$ cat src/rtl/pe_net_seq_ctrl.sv
// Job sequencer for the PE_net array: weight load, one-cycle control configuration,
// one frame of pixel beats under valid/ready, then a fixed drain with a done pulse.
module pe_net_seq_ctrl #(
    parameter int unsigned ROW_SIZE  = 4,
    parameter int unsigned N         = 4,
    parameter int unsigned M         = 2,
    parameter int unsigned CL_IN     = 4,
    parameter int unsigned CL1       = 2,
    parameter int unsigned LINES     = 16,
    parameter int unsigned W_CYC     = 9,
    parameter int unsigned DRAIN_CYC = 8
) (
    input  logic                      clk,
    input  logic                      rst,
    input  logic                      start,
    output logic                      busy,
    output logic                      done,
    input  logic [ROW_SIZE*M-1:0]     w_data,
    input  logic                      w_valid,
    output logic                      w_ready,
    input  logic [ROW_SIZE*CL_IN-1:0] cfg_d_ch,
    input  logic [ROW_SIZE*CL_IN-1:0] cfg_bp_ch,
    input  logic [ROW_SIZE*CL1-1:0]   cfg_bp_src,
    input  logic [ROW_SIZE*N-1:0]     src_data,
    input  logic                      src_valid,
    output logic                      src_ready,
    output logic [ROW_SIZE*N-1:0]     net_d_in,
    output logic [ROW_SIZE-1:0]       net_en_in,
    output logic [ROW_SIZE*M-1:0]     net_w_in,
    output logic                      net_w_conf,
    output logic                      net_cntl_conf,
    output logic [ROW_SIZE*CL_IN-1:0] net_d_ch,
    output logic [ROW_SIZE*CL_IN-1:0] net_bp_ch,
    output logic [ROW_SIZE*CL1-1:0]   net_bp_src,
    input  logic [ROW_SIZE-1:0]       net_en_out,
    output logic [15:0]               res_cnt
);

    localparam int unsigned FRAME   = LINES * LINES;
    localparam int unsigned W_CNT_W = (W_CYC > 1) ? $clog2(W_CYC) : 1;
    localparam int unsigned B_CNT_W = (FRAME > 1) ? $clog2(FRAME) : 1;
    localparam int unsigned D_CNT_W = (DRAIN_CYC > 1) ? $clog2(DRAIN_CYC) : 1;

    localparam logic [W_CNT_W-1:0] W_LAST = W_CNT_W'(W_CYC - 1);
    localparam logic [B_CNT_W-1:0] B_LAST = B_CNT_W'(FRAME - 1);
    localparam logic [D_CNT_W-1:0] D_LAST = D_CNT_W'(DRAIN_CYC - 1);

    typedef enum logic [2:0] {
        StIdle,
        StLoadW,
        StConf,
        StRun,
        StDrain
    } state_e;

    state_e state_q, state_d;

    logic [W_CNT_W-1:0] w_cnt_q, w_cnt_d;
    logic [B_CNT_W-1:0] beat_cnt_q, beat_cnt_d;
    logic [D_CNT_W-1:0] drain_cnt_q, drain_cnt_d;
    logic               done_q, done_d;
    logic [15:0]        res_cnt_q, res_cnt_d;

    logic [ROW_SIZE*N-1:0]     net_d_in_q;
    logic [ROW_SIZE-1:0]       net_en_in_q;
    logic [ROW_SIZE*M-1:0]     net_w_in_q;
    logic                      net_w_conf_q;
    logic                      net_cntl_conf_q;
    logic [ROW_SIZE*CL_IN-1:0] net_d_ch_q;
    logic [ROW_SIZE*CL_IN-1:0] net_bp_ch_q;
    logic [ROW_SIZE*CL1-1:0]   net_bp_src_q;

    logic job_start;
    logic w_accept;
    logic src_accept;

    // Only bit 0 of the array output enables drives the result counter.
    logic unused_en_out;
    assign unused_en_out = ^net_en_out;

    // Readies are pure state decodes so there is no valid->ready combinational path.
    assign busy       = (state_q != StIdle);
    assign w_ready    = (state_q == StLoadW);
    assign src_ready  = (state_q == StRun);
    assign job_start  = (state_q == StIdle) && start;
    assign w_accept   = w_ready && w_valid;
    assign src_accept = src_ready && src_valid;

    always_comb begin
        state_d     = state_q;
        w_cnt_d     = w_cnt_q;
        beat_cnt_d  = beat_cnt_q;
        drain_cnt_d = drain_cnt_q;
        done_d      = 1'b0;
        unique case (state_q)
            StIdle: begin
                if (start) begin
                    state_d     = StLoadW;
                    w_cnt_d     = '0;
                    beat_cnt_d  = '0;
                    drain_cnt_d = '0;
                end
            end
            StLoadW: begin
                if (w_valid) begin
                    if (w_cnt_q == W_LAST) begin
                        state_d = StConf;
                        w_cnt_d = '0;
                    end else begin
                        w_cnt_d = w_cnt_q + 1'b1;
                    end
                end
            end
            StConf: begin
                state_d = StRun;
            end
            StRun: begin
                if (src_valid) begin
                    if (beat_cnt_q == B_LAST) begin
                        state_d    = StDrain;
                        beat_cnt_d = '0;
                    end else begin
                        beat_cnt_d = beat_cnt_q + 1'b1;
                    end
                end
            end
            StDrain: begin
                if (drain_cnt_q == D_LAST) begin
                    state_d     = StIdle;
                    drain_cnt_d = '0;
                    done_d      = 1'b1;
                end else begin
                    drain_cnt_d = drain_cnt_q + 1'b1;
                end
            end
            default: begin
                state_d = StIdle;
            end
        endcase
    end

    always_comb begin
        res_cnt_d = res_cnt_q;
        if (job_start) begin
            res_cnt_d = '0;
        end else if (busy && net_en_out[0] && (res_cnt_q != 16'hFFFF)) begin
            res_cnt_d = res_cnt_q + 16'd1;
        end
    end

    always_ff @(posedge clk or negedge rst) begin
        if (!rst) begin
            state_q     <= StIdle;
            w_cnt_q     <= '0;
            beat_cnt_q  <= '0;
            drain_cnt_q <= '0;
            done_q      <= 1'b0;
            res_cnt_q   <= '0;
        end else begin
            state_q     <= state_d;
            w_cnt_q     <= w_cnt_d;
            beat_cnt_q  <= beat_cnt_d;
            drain_cnt_q <= drain_cnt_d;
            done_q      <= done_d;
            res_cnt_q   <= res_cnt_d;
        end
    end

    // Array-facing registers: data holds across bubbles, strobes fall to 0.
    always_ff @(posedge clk or negedge rst) begin
        if (!rst) begin
            net_d_in_q      <= '0;
            net_en_in_q     <= '0;
            net_w_in_q      <= '0;
            net_w_conf_q    <= 1'b0;
            net_cntl_conf_q <= 1'b0;
            net_d_ch_q      <= '0;
            net_bp_ch_q     <= '0;
            net_bp_src_q    <= '0;
        end else begin
            net_w_conf_q    <= w_accept;
            net_cntl_conf_q <= (state_q == StConf);
            net_en_in_q     <= {ROW_SIZE{src_accept}};
            if (w_accept) begin
                net_w_in_q <= w_data;
            end
            if (src_accept) begin
                net_d_in_q <= src_data;
            end
            if (job_start) begin
                net_d_ch_q   <= cfg_d_ch;
                net_bp_ch_q  <= cfg_bp_ch;
                net_bp_src_q <= cfg_bp_src;
            end
        end
    end

    assign done          = done_q;
    assign res_cnt       = res_cnt_q;
    assign net_d_in      = net_d_in_q;
    assign net_en_in     = net_en_in_q;
    assign net_w_in      = net_w_in_q;
    assign net_w_conf    = net_w_conf_q;
    assign net_cntl_conf = net_cntl_conf_q;
    assign net_d_ch      = net_d_ch_q;
    assign net_bp_ch     = net_bp_ch_q;
    assign net_bp_src    = net_bp_src_q;

endmodule
$ cat config.mk
export PLATFORM = sky130hd
export DESIGN_NAME = pe_net_seq_ctrl
export DESIGN_NICKNAME = d
export VERILOG_FILES = /design/src/rtl/pe_net_seq_ctrl.sv
export SDC_FILE = /design/constraint.sdc
export NUM_CORES = 1
export LEC_CHECK = 0
export BUFFER_PORTS_ARGS = -buffer_cell sky130_fd_sc_hd__buf_2
export CAP_MARGIN = 25
export CORE_MARGIN = 4
export CORE_UTILIZATION = 30
export CTS_CLUSTER_SIZE = 16
export DETAILED_ROUTE_END_ITERATION = 10
export PLACE_DENSITY_LB_ADDON = 0.12
export SLEW_MARGIN = 25
export SYNTH_ARGS = -nofsm -noshare
export SYNTH_HDL_FRONTEND = slang
export SYNTH_SLANG_ARGS = --single-unit
$ cat constraint.sdc
create_clock -name clk -period 3.7 [get_ports clk]
set_clock_uncertainty 0.05 [all_clocks]
set_input_delay 0.74 -clock clk [delete_from_list [all_inputs] [get_ports clk]]
set_output_delay 0.74 -clock clk [all_outputs]
set_load 0.005 [all_outputs]
* Word-level counts from Yosys, hierarchy flattened
Cells that the tools add are included.
** Word-level totals
- Flip-flop bits (word level) :: 102
- Bits of input ports :: 73
- Output and inout bits :: 90
- Word-level logic and storage cells :: 69
** Cells by class
- Add/sub/neg operators :: 4
- Eq/ne operators :: 14
- Mux-type cells :: 22
- Reductions and logical operators :: 15
** Operators by type and width (count)
- two-way mux 16 bit :: 2
- two-way mux 3 bit :: 8
- two-way mux 8 bit :: 3
- adder 16 x 1 -> 16 bit, second input constant :: 1
- != test 16 bit, second input constant :: 1
- one-hot mux 8 bit (2 select lines) :: 1
- one-hot mux 3 bit (5 select lines) :: 1
- two-way mux 4 bit :: 3
- adder 8 x 1 -> 8 bit, second input constant :: 1
- == test 8 bit, second input constant :: 1
- != test 2 bit, second input constant :: 4
- one-hot mux 4 bit (2 select lines) :: 1
- nonzero test 2 bit :: 4
- == test 3 x 2 -> 1 bit, second input constant :: 2
- == test 3 bit, second input constant :: 2
- one-hot mux 3 bit (2 select lines) :: 1
- AND reduction 3 bit :: 2
- AND reduction 6 bit :: 1
- logical AND 1 bit :: 5
- adder 4 x 1 -> 4 bit, second input constant :: 1
- == test 4 bit, second input constant :: 1
- != test 2 x 1 -> 1 bit, second input constant :: 2
- adder 3 x 1 -> 3 bit, second input constant :: 1
- == test 3 x 1 -> 1 bit, second input constant :: 1
- 4 further kinds :: 5

* Longest topological paths before layout
Gate-level depths: netlist of run 1.
- Depth in word-level cells :: 5
- Depth in mapped cells :: 6

* Least setup slack after synthesis of run 1
No wires, ideal clock.
- Path type :: input port to flip-flop
- Start :: input start
- End :: register beat_cnt_q[5]
- Setup time :: 0.078 ns
- Arrival time :: 1.929 ns
- Setup slack :: 1.643 ns
- Stages :: 4
- Cells stage by stage :: or3b_1 > a21o_1 > or4_1 > a21oi_1
** On the way
- Word-level cells in the longest chain between the ends :: 2
** RTL lines
- from (decl) :: line 15 : input logic start,
- != test 2 bit (no source line)
- AND reduction 3 bit (no source line)
- to (signal assigned) :: line 162 : beat_cnt_q <= beat_cnt_d;
- to (decl) :: line 59 : logic [B_CNT_W-1:0] beat_cnt_q, beat_cnt_d;
No other way between the ends.
A chain may end at the register's enable or synchronous reset.

* Worst setup path after layout of run 1
- Start :: register state_q[2]
- End :: register res_cnt_q[3], in the netlist res_cnt[3]
** On the way
- Word-level cells in the longest chain between the ends :: 4
** RTL lines
- from (decl) :: line 56 : state_e state_q, state_d;
- from (signal assigned) :: line 153 : state_q <= StIdle;
- from (signal assigned) :: line 160 : state_q <= state_d;
- nonzero test 3 bit :: line 82 : assign busy = (state_q != StIdle);
- logical AND 1 bit (2 in a row) :: line 146 : end else if (busy && net_en_out[0] && (res_cnt_q != 16'hFFFF)) begin
- nonzero test 2 bit (no source line)
- to (signal assigned) :: line 165 : res_cnt_q <= res_cnt_d;
- to (decl) :: line 62 : logic [15:0] res_cnt_q, res_cnt_d;
Parallel ways exist; a longest one is shown, timed or not.

==> reports/metrics.yaml, run 1 <==
timing:
  finalMaxSlewViolations: 0
  achievable-frequency_mhz: 382.5
  tightest_slew_ns: 0.9123
  timing.max_slew.rel_slack_pct: 39.03
  whs_ns: 0.3966
  timing.final.setup_violations: 0
  min_period_over_period_pct: 70.66
  period_needed_ns: 2.615
  setup-tns-final_ns: 0
  rsz0062_at_grt: "false"
  final-hold-violation-count: 0
cells_and_area:
  syn_to_final_growth_pct: 27.86
  postLayoutCellArea_mm2: 0.005788
  final_net_count: 670
  final_core_utilization_pct: 39.52
  antennaDiodeCount: 0
  count_of_non_filler_cells_in_the_finished_layout: 780
  layout-drive-gt1-share_pct: 36.58
worst_setup_path:
  startpoint_type: "flop"
  path_delay_family: "simple AND/OR/NAND/NOR gates"
  worst-path-max-fanout: 15
  timing.critical_path.arrival_ns: 2.79
  critPathRequiredTime_ns: 3.87
  crit_path_max_incr_delay_ns: 0.59
  worst_path_max_delay_cell: "sky130_fd_sc_hd__nor3_1"
  timing.critical_path.cells: "nor3_1, inv_1, nand2_1, nor2_1, a221o_1"
  cp.buffers_inverters: 1
  crit_type: "flop to flop"
  end_kind: "flop"
outcome:
  outcome: "completed"
clock_tree:
  insertion_delay_ns: 0.35
  tritoncts: "built"
  cts.root.buffer_cell: "sky130_fd_sc_hd__clkbuf_16"
  max-clock-path-buffers: 2
  cts_max_level: 3
  cts.repair_timing.setup_buffer_count: 0
  path_clk_slew_ns: 0.07
  cts_hold_buf: 0
  clkSinkCount: 102
  cts_repair_resize_count: 0
  cts_inserted_buffers: 9
placed_design:
  place.detailed.instances: 764
  buffer_ports.inserted: 159
  placedInstanceArea_mm2: 0.005494
  hpwl_dp_um: 8175
  gp_routability_congestion: 0.7423
synth:
  synth-main-ff-cell: "sky130_fd_sc_hd__dfrtp_1"
  synth_sequential_area_ratio_pct: 56.38
  synthCells: 440
  synth-warning-count: 0
  synth_area_leader_cell: "sky130_fd_sc_hd__dfrtp_1"
  syn_area_mm2: 0.004527
  synth_cell_type_count: 49
  synthesis.nets: 519
  synth_edf_count: 0
  postSynth.asyncResetShare_pct: 100.0
  synth_largest_type_area_fraction_pct: 56.38
  synth.top_cells.by_area: "sky130_fd_sc_hd__dfrtp_1 56%, sky130_fd_sc_hd__nand2_1 12%, sky130_fd_sc_hd__mux2_2 6.5%, sky130_fd_sc_hd__ha_1 1.7%, sky130_fd_sc_hd__nand3_1 1.7%"
  syn_area_per_cell_um2: 10.29
  synth_seq_cells: 102
die:
  boundaryPins: 163
  chipHeight_um: 130.8
  die_outline_width_um: 130.8
  placement_rows: 44
  coreArea_mm2: 0.01464
  die-area_mm2: 0.01712
  initial_utilization_pct: 30.91
grt:
  pin_count_of_the_biggest_net_entering_global_routing: 81
  first_global_vias: 3596
  grt_first_pass_wirelength_um: 18610
  grt_use_total_pct: 13.88
  grt_antenna_before_repair: 0
  overflow: 0
drt:
  final_antenna_net_count: 0
  post_drt_wl_per_cell_um: 15.02
  drc: 0
  dr.first_iter.drc_count: 192
  detailroute.via_count: 3732
  avgViaCountPerCell: 4.785
  totalWireLength_um: 11720
  drt_pass1_iterations: 4
power:
  p_leak_uw: 0.002973
  peakVddDrop_v: 0.0002733
  p_per_area_mw_per_mm2: 645.9
hold_path:
  worst_hold_path_type: "input port to async pin"
run:
  maxCapViolCount: 0
power by group:
group | leakage [uW] | internal, uW | total [uW] | switching, uW
sequential | 0.00128 | 1500 | 1770 | 270
combinational | 0.00155 | 534 | 1050 | 512
clock | 0.000141 | 472 | 919 | 447
cell type report:
class                      instances  area [um2]
inverter                           8       30.03
fill                            1528        8856
timing repair buffer             164       839.6
sequential                       102        2552
multi-input combinational        306        1847
clock inverter                     6       60.06
tap                              184       230.2
clock buffer                      10       229.0
Yosys cell counts (6+ instances only):
| master | count |
|---|---|
| sky130_fd_sc_hd__mux2_2 | 26 |
| sky130_fd_sc_hd__nand2_1 | 144 |
| sky130_fd_sc_hd__nand4_1 | 7 |
| sky130_fd_sc_hd__o21ai_0 | 12 |
| sky130_fd_sc_hd__a21oi_1 | 7 |
| sky130_fd_sc_hd__a221o_1 | 7 |
| sky130_fd_sc_hd__nand3_1 | 15 |
| sky130_fd_sc_hd__ha_1 | 6 |
| sky130_fd_sc_hd__nor4_1 | 6 |
| sky130_fd_sc_hd__dfrtp_1 | 102 |
| sky130_fd_sc_hd__clkbuf_1 | 13 |
| sky130_fd_sc_hd__nor3_1 | 11 |
| sky130_fd_sc_hd__nor2_1 | 6 |
| sky130_fd_sc_hd__inv_1 | 8 |
cell families (layout without fill, tap and decap cells):
| logic type | Yosys count | count (layout) | synth area share (%) |
|---|---|---|---|
| buffers and inverters | 32 | 188 | 3.123 |
| AND/OR/NAND/NOR | 221 | 221 | 23.58 |
| multiplexers | 31 | 31 | 7.573 |
| AO/OA/AOI/OAI | 47 | 47 | 7.491 |
| XOR/XNOR | 1 | 1 | 0.1935 |
| adder cells (fa/ha/maj) | 6 | 6 | 1.658 |
| flip-flops | 102 | 102 | 56.38 |
flip-flops by register name, indices dropped and copies added (netlist names):
name and count:
net_d_in 16, net_bp_src 8, net_d_ch 16, drain_cnt_q 3
net_cntl_conf 1, w_cnt_q 4, done 1, net_bp_ch 16
res_cnt 16, net_en_in 1, net_w_in 8, net_w_conf 1
state_q 3, beat_cnt_q 8
cells in the final DEF, fill, tap and decap left out, drive strengths merged, types with 4 or more instances in the layout:
cell	n
ha	6
nor4	7
mux2	26
and4	5
nand3	15
buf	164
a221o	7
a21oi	8
nor2	6
nand4	8
o31ai	5
or4	5
nor3	11
mux2i	5
nand2	144
a21o	4
clkbuf	10
dfrtp	102
o21ai	12
inv	11
per-layer routing:
| layer | wire length (um) | GRT usage (%) | part of all wire, % |
|---|---|---|---|
| met1 | 4978 | 17.38 | 42 |
| met2 | 5762 | 22.67 | 49 |
| met3 | 873 | 5.447 | 7.5 |
| met4 | 102 | 3.327 | 0.87 |
| met5 | 0 | 0 | 0 |
per-stage QoR:
| step | setup slack [ns] | total power [uW] |
|---|---|---|
| 6_report | 1.085 | 3738 |
| 5_1_grt | 0.8314 | 4042 |
| 4_1_cts | 1.144 | 3816 |
| 3_5_place_dp | 1.178 | 2872 |
| 3_3_place_gp | 1.198 | 2836 |
| 2_1_floorplan | 1.643 | 2289 |
path summary, 6_finish.rpt:
path	depth (start not counted)	end	from	slack (ns)
worst max-delay path	5	res_cnt[3]	state_q[2]	1.09
worst min-delay path	1	res_cnt[3]	rst	0.40
worst max register to register	5	res_cnt[3]	state_q[2]	1.09
worst min register to register	2	net_bp_ch[8]	net_bp_ch[8]	0.42
max in group asynchronous	2	net_bp_ch[1]	rst	2.52
min in group clk	2	net_bp_ch[8]	net_bp_ch[8]	0.42
No activity file was read; power rests on OpenSTA's default activity.
==> inputs of run 2 (changes only) <==
clock period = 2.35 ns   (was 3.7 ns; I/O delays follow)
==> run 2 against run 1 <==
Sequential cell count unchanged. Hold slack worse by 0.36 ns. Critical endpoint is now res_cnt[9]. Highest routed layer unchanged. Total power grew 60%. Largest power group unchanged. Combinational power rose by 62%.
==> reports/metrics.yaml, run 2 (synthesis results as in run 1) <==
outcome:
  outcome: "completed"
clock_tree:
  cts_max_level: 3  # unchanged
  cts.repair_timing.setup_buffer_count: 0  # unchanged
  tritoncts: "built"
  path_clk_slew_ns: 0.07  # about the same
  clkSinkCount: 102  # unchanged
  cts_hold_buf: 0  # unchanged
  max-clock-path-buffers: 2  # unchanged
  cts_repair_resize_count: 0  # unchanged
  cts_inserted_buffers: 9  # unchanged
  insertion_delay_ns: 0.34  # about the same
  cts.root.buffer_cell: "sky130_fd_sc_hd__clkbuf_16"
drt:
  detailroute.via_count: 3753  # +0.56%
  drt_pass1_iterations: 4  # unchanged
  dr.first_iter.drc_count: 212  # +10%
  totalWireLength_um: 11850  # +1.2%
  post_drt_wl_per_cell_um: 14.95  # -0.49%
  drc: 0  # unchanged
  avgViaCountPerCell: 4.733  # -1.1%
  final_antenna_net_count: 0  # unchanged
timing:
  final-hold-violation-count: 0  # unchanged
  tightest_slew_ns: 0.5792  # -0.3331 ns
  timing.max_slew.rel_slack_pct: 60.98  # +22 points
  setup-tns-final_ns: 0  # unchanged
  timing.final.setup_violations: 0  # unchanged
  whs_ns: 0.03550  # -0.3611 ns
  min_period_over_period_pct: 90.26  # +20 points
  finalMaxSlewViolations: 0  # unchanged
  achievable-frequency_mhz: 471.4  # +23%
  setup_ws_ns: 0.2288  # -0.8567 ns
  period_needed_ns: 2.121  # -0.4933 ns
  rsz0062_at_grt: "false"
grt:
  overflow: 0  # unchanged
  pin_count_of_the_biggest_net_entering_global_routing: 49  # -40%
  first_global_vias: 3596  # unchanged
  grt_first_pass_wirelength_um: 18340  # -1.4%
  grt_antenna_before_repair: 0  # unchanged
  grt_use_total_pct: 13.64  # -0.24 points
worst_setup_path:
  path_delay_family: "simple AND/OR/NAND/NOR gates"
  end_kind: "flop"
  worst-path-max-fanout: 5  # -10
  critPathRequiredTime_ns: 2.53  # -1.34 ns
  timing.critical_path.arrival_ns: 2.30  # -0.49 ns
  timing.critical_path.cells: "ha_1, nand4_1, or4_4, and4_4, a221o_1"
  cp.buffers_inverters: 0  # -1
  crit_path_max_incr_delay_ns: 0.62  # +0.03 ns
  worst_path_max_delay_cell: "sky130_fd_sc_hd__or4_4"
  startpoint_type: "flop"
  crit_type: "flop to flop"
die:
  placement_rows: 44  # unchanged
  initial_utilization_pct: 30.91  # unchanged
  die_outline_width_um: 130.8  # unchanged
  chipHeight_um: 130.8  # unchanged
  coreArea_mm2: 0.01464  # unchanged
  boundaryPins: 163  # unchanged
  die-area_mm2: 0.01712  # unchanged
placed_design:
  hpwl_dp_um: 8605  # +5.3%
  preCtsSetupSlack_ns: 0.2389  # -0.9390 ns
  placedInstanceArea_mm2: 0.005613  # +2.2%
  gp_routability_congestion: 0.8053  # +8.5%
  buffer_ports.inserted: 159  # unchanged
power:
  p_leak_uw: 0.003042  # +2.3%
  p_per_area_mw_per_mm2: 1012  # +57%
  peakVddDrop_v: 0.0004885  # +79%
cells_and_area:
  fillCellCount: 1504  # -1.6%
  layout.cells.most_common_list: "158 x sky130_fd_sc_hd__buf_2, 143 x sky130_fd_sc_hd__nand2_1, 102 x sky130_fd_sc_hd__dfrtp_1"
  antennaDiodeCount: 0  # unchanged
  mostFrequentLayoutCell: "sky130_fd_sc_hd__buf_2"
  layout-drive-gt1-share_pct: 37.93  # +1.4 points
  syn_to_final_growth_pct: 30.60
  postLayoutCellArea_mm2: 0.005912  # +2.1%
  final_net_count: 683  # +1.9%
  final_core_utilization_pct: 40.37  # +0.85 points
hold_path:
  worst_hold_path_type: "input port to async pin"
run:
  maxCapViolCount: 0  # unchanged
## run 2: worst paths after layout
kind	endpoint	slack, ns	startpoint	cells after the start
setup / recovery	res_cnt[9]	0.23	res_cnt[0]	5
hold / removal	done	0.04	rst	1
setup reg to reg	res_cnt[9]	0.23	res_cnt[0]	5
hold reg to reg	net_bp_ch[8]	0.42	net_bp_ch[8]	2
max in group asynchronous	net_d_in[9]	1.64	rst	2
min in group clk	net_d_ch[0]	0.26	cfg_d_ch[0]	3
## run 2: cell type report
| cell class | instances | area, um2 | share of cell area (%) |
|---|---|---|---|
| inverter | 8 | 30.03 | 0.5079 |
| multi-input combinational | 306 | 1842 | 31.15 |
| clock buffer | 11 | 242.7 | 4.106 |
| timing repair buffer | 177 | 958.4 | 16.21 |
| sequential | 102 | 2552 | 43.17 |
| clock inverter | 5 | 56.30 | 0.9524 |
| tap | 184 | 230.2 | 3.894 |
## run 2: power by group
part | total (uW) | internal, uW | switching [uW]
Sequential | 2770 | 2370 | 398
Clock | 1510 | 856 | 658
Combinational | 1700 | 876 | 825
Total | 5980 | 4100 | 1880
## run 2: per-layer routing
layer	share of wire [%]	track usage (%)	wire length, um
met1	44	17.86	5256
met2	48	21.62	5715
met3	6.0	3.821	713
met4	1.4	5.082	168
met5	0	0	0
## run 2: through the flow
step	power (uW)	cells
finish	5983	793
global route	6440	793
CTS	6110	793
detailed placement	4552	777
global placement	4505	777
floorplan	3603	440
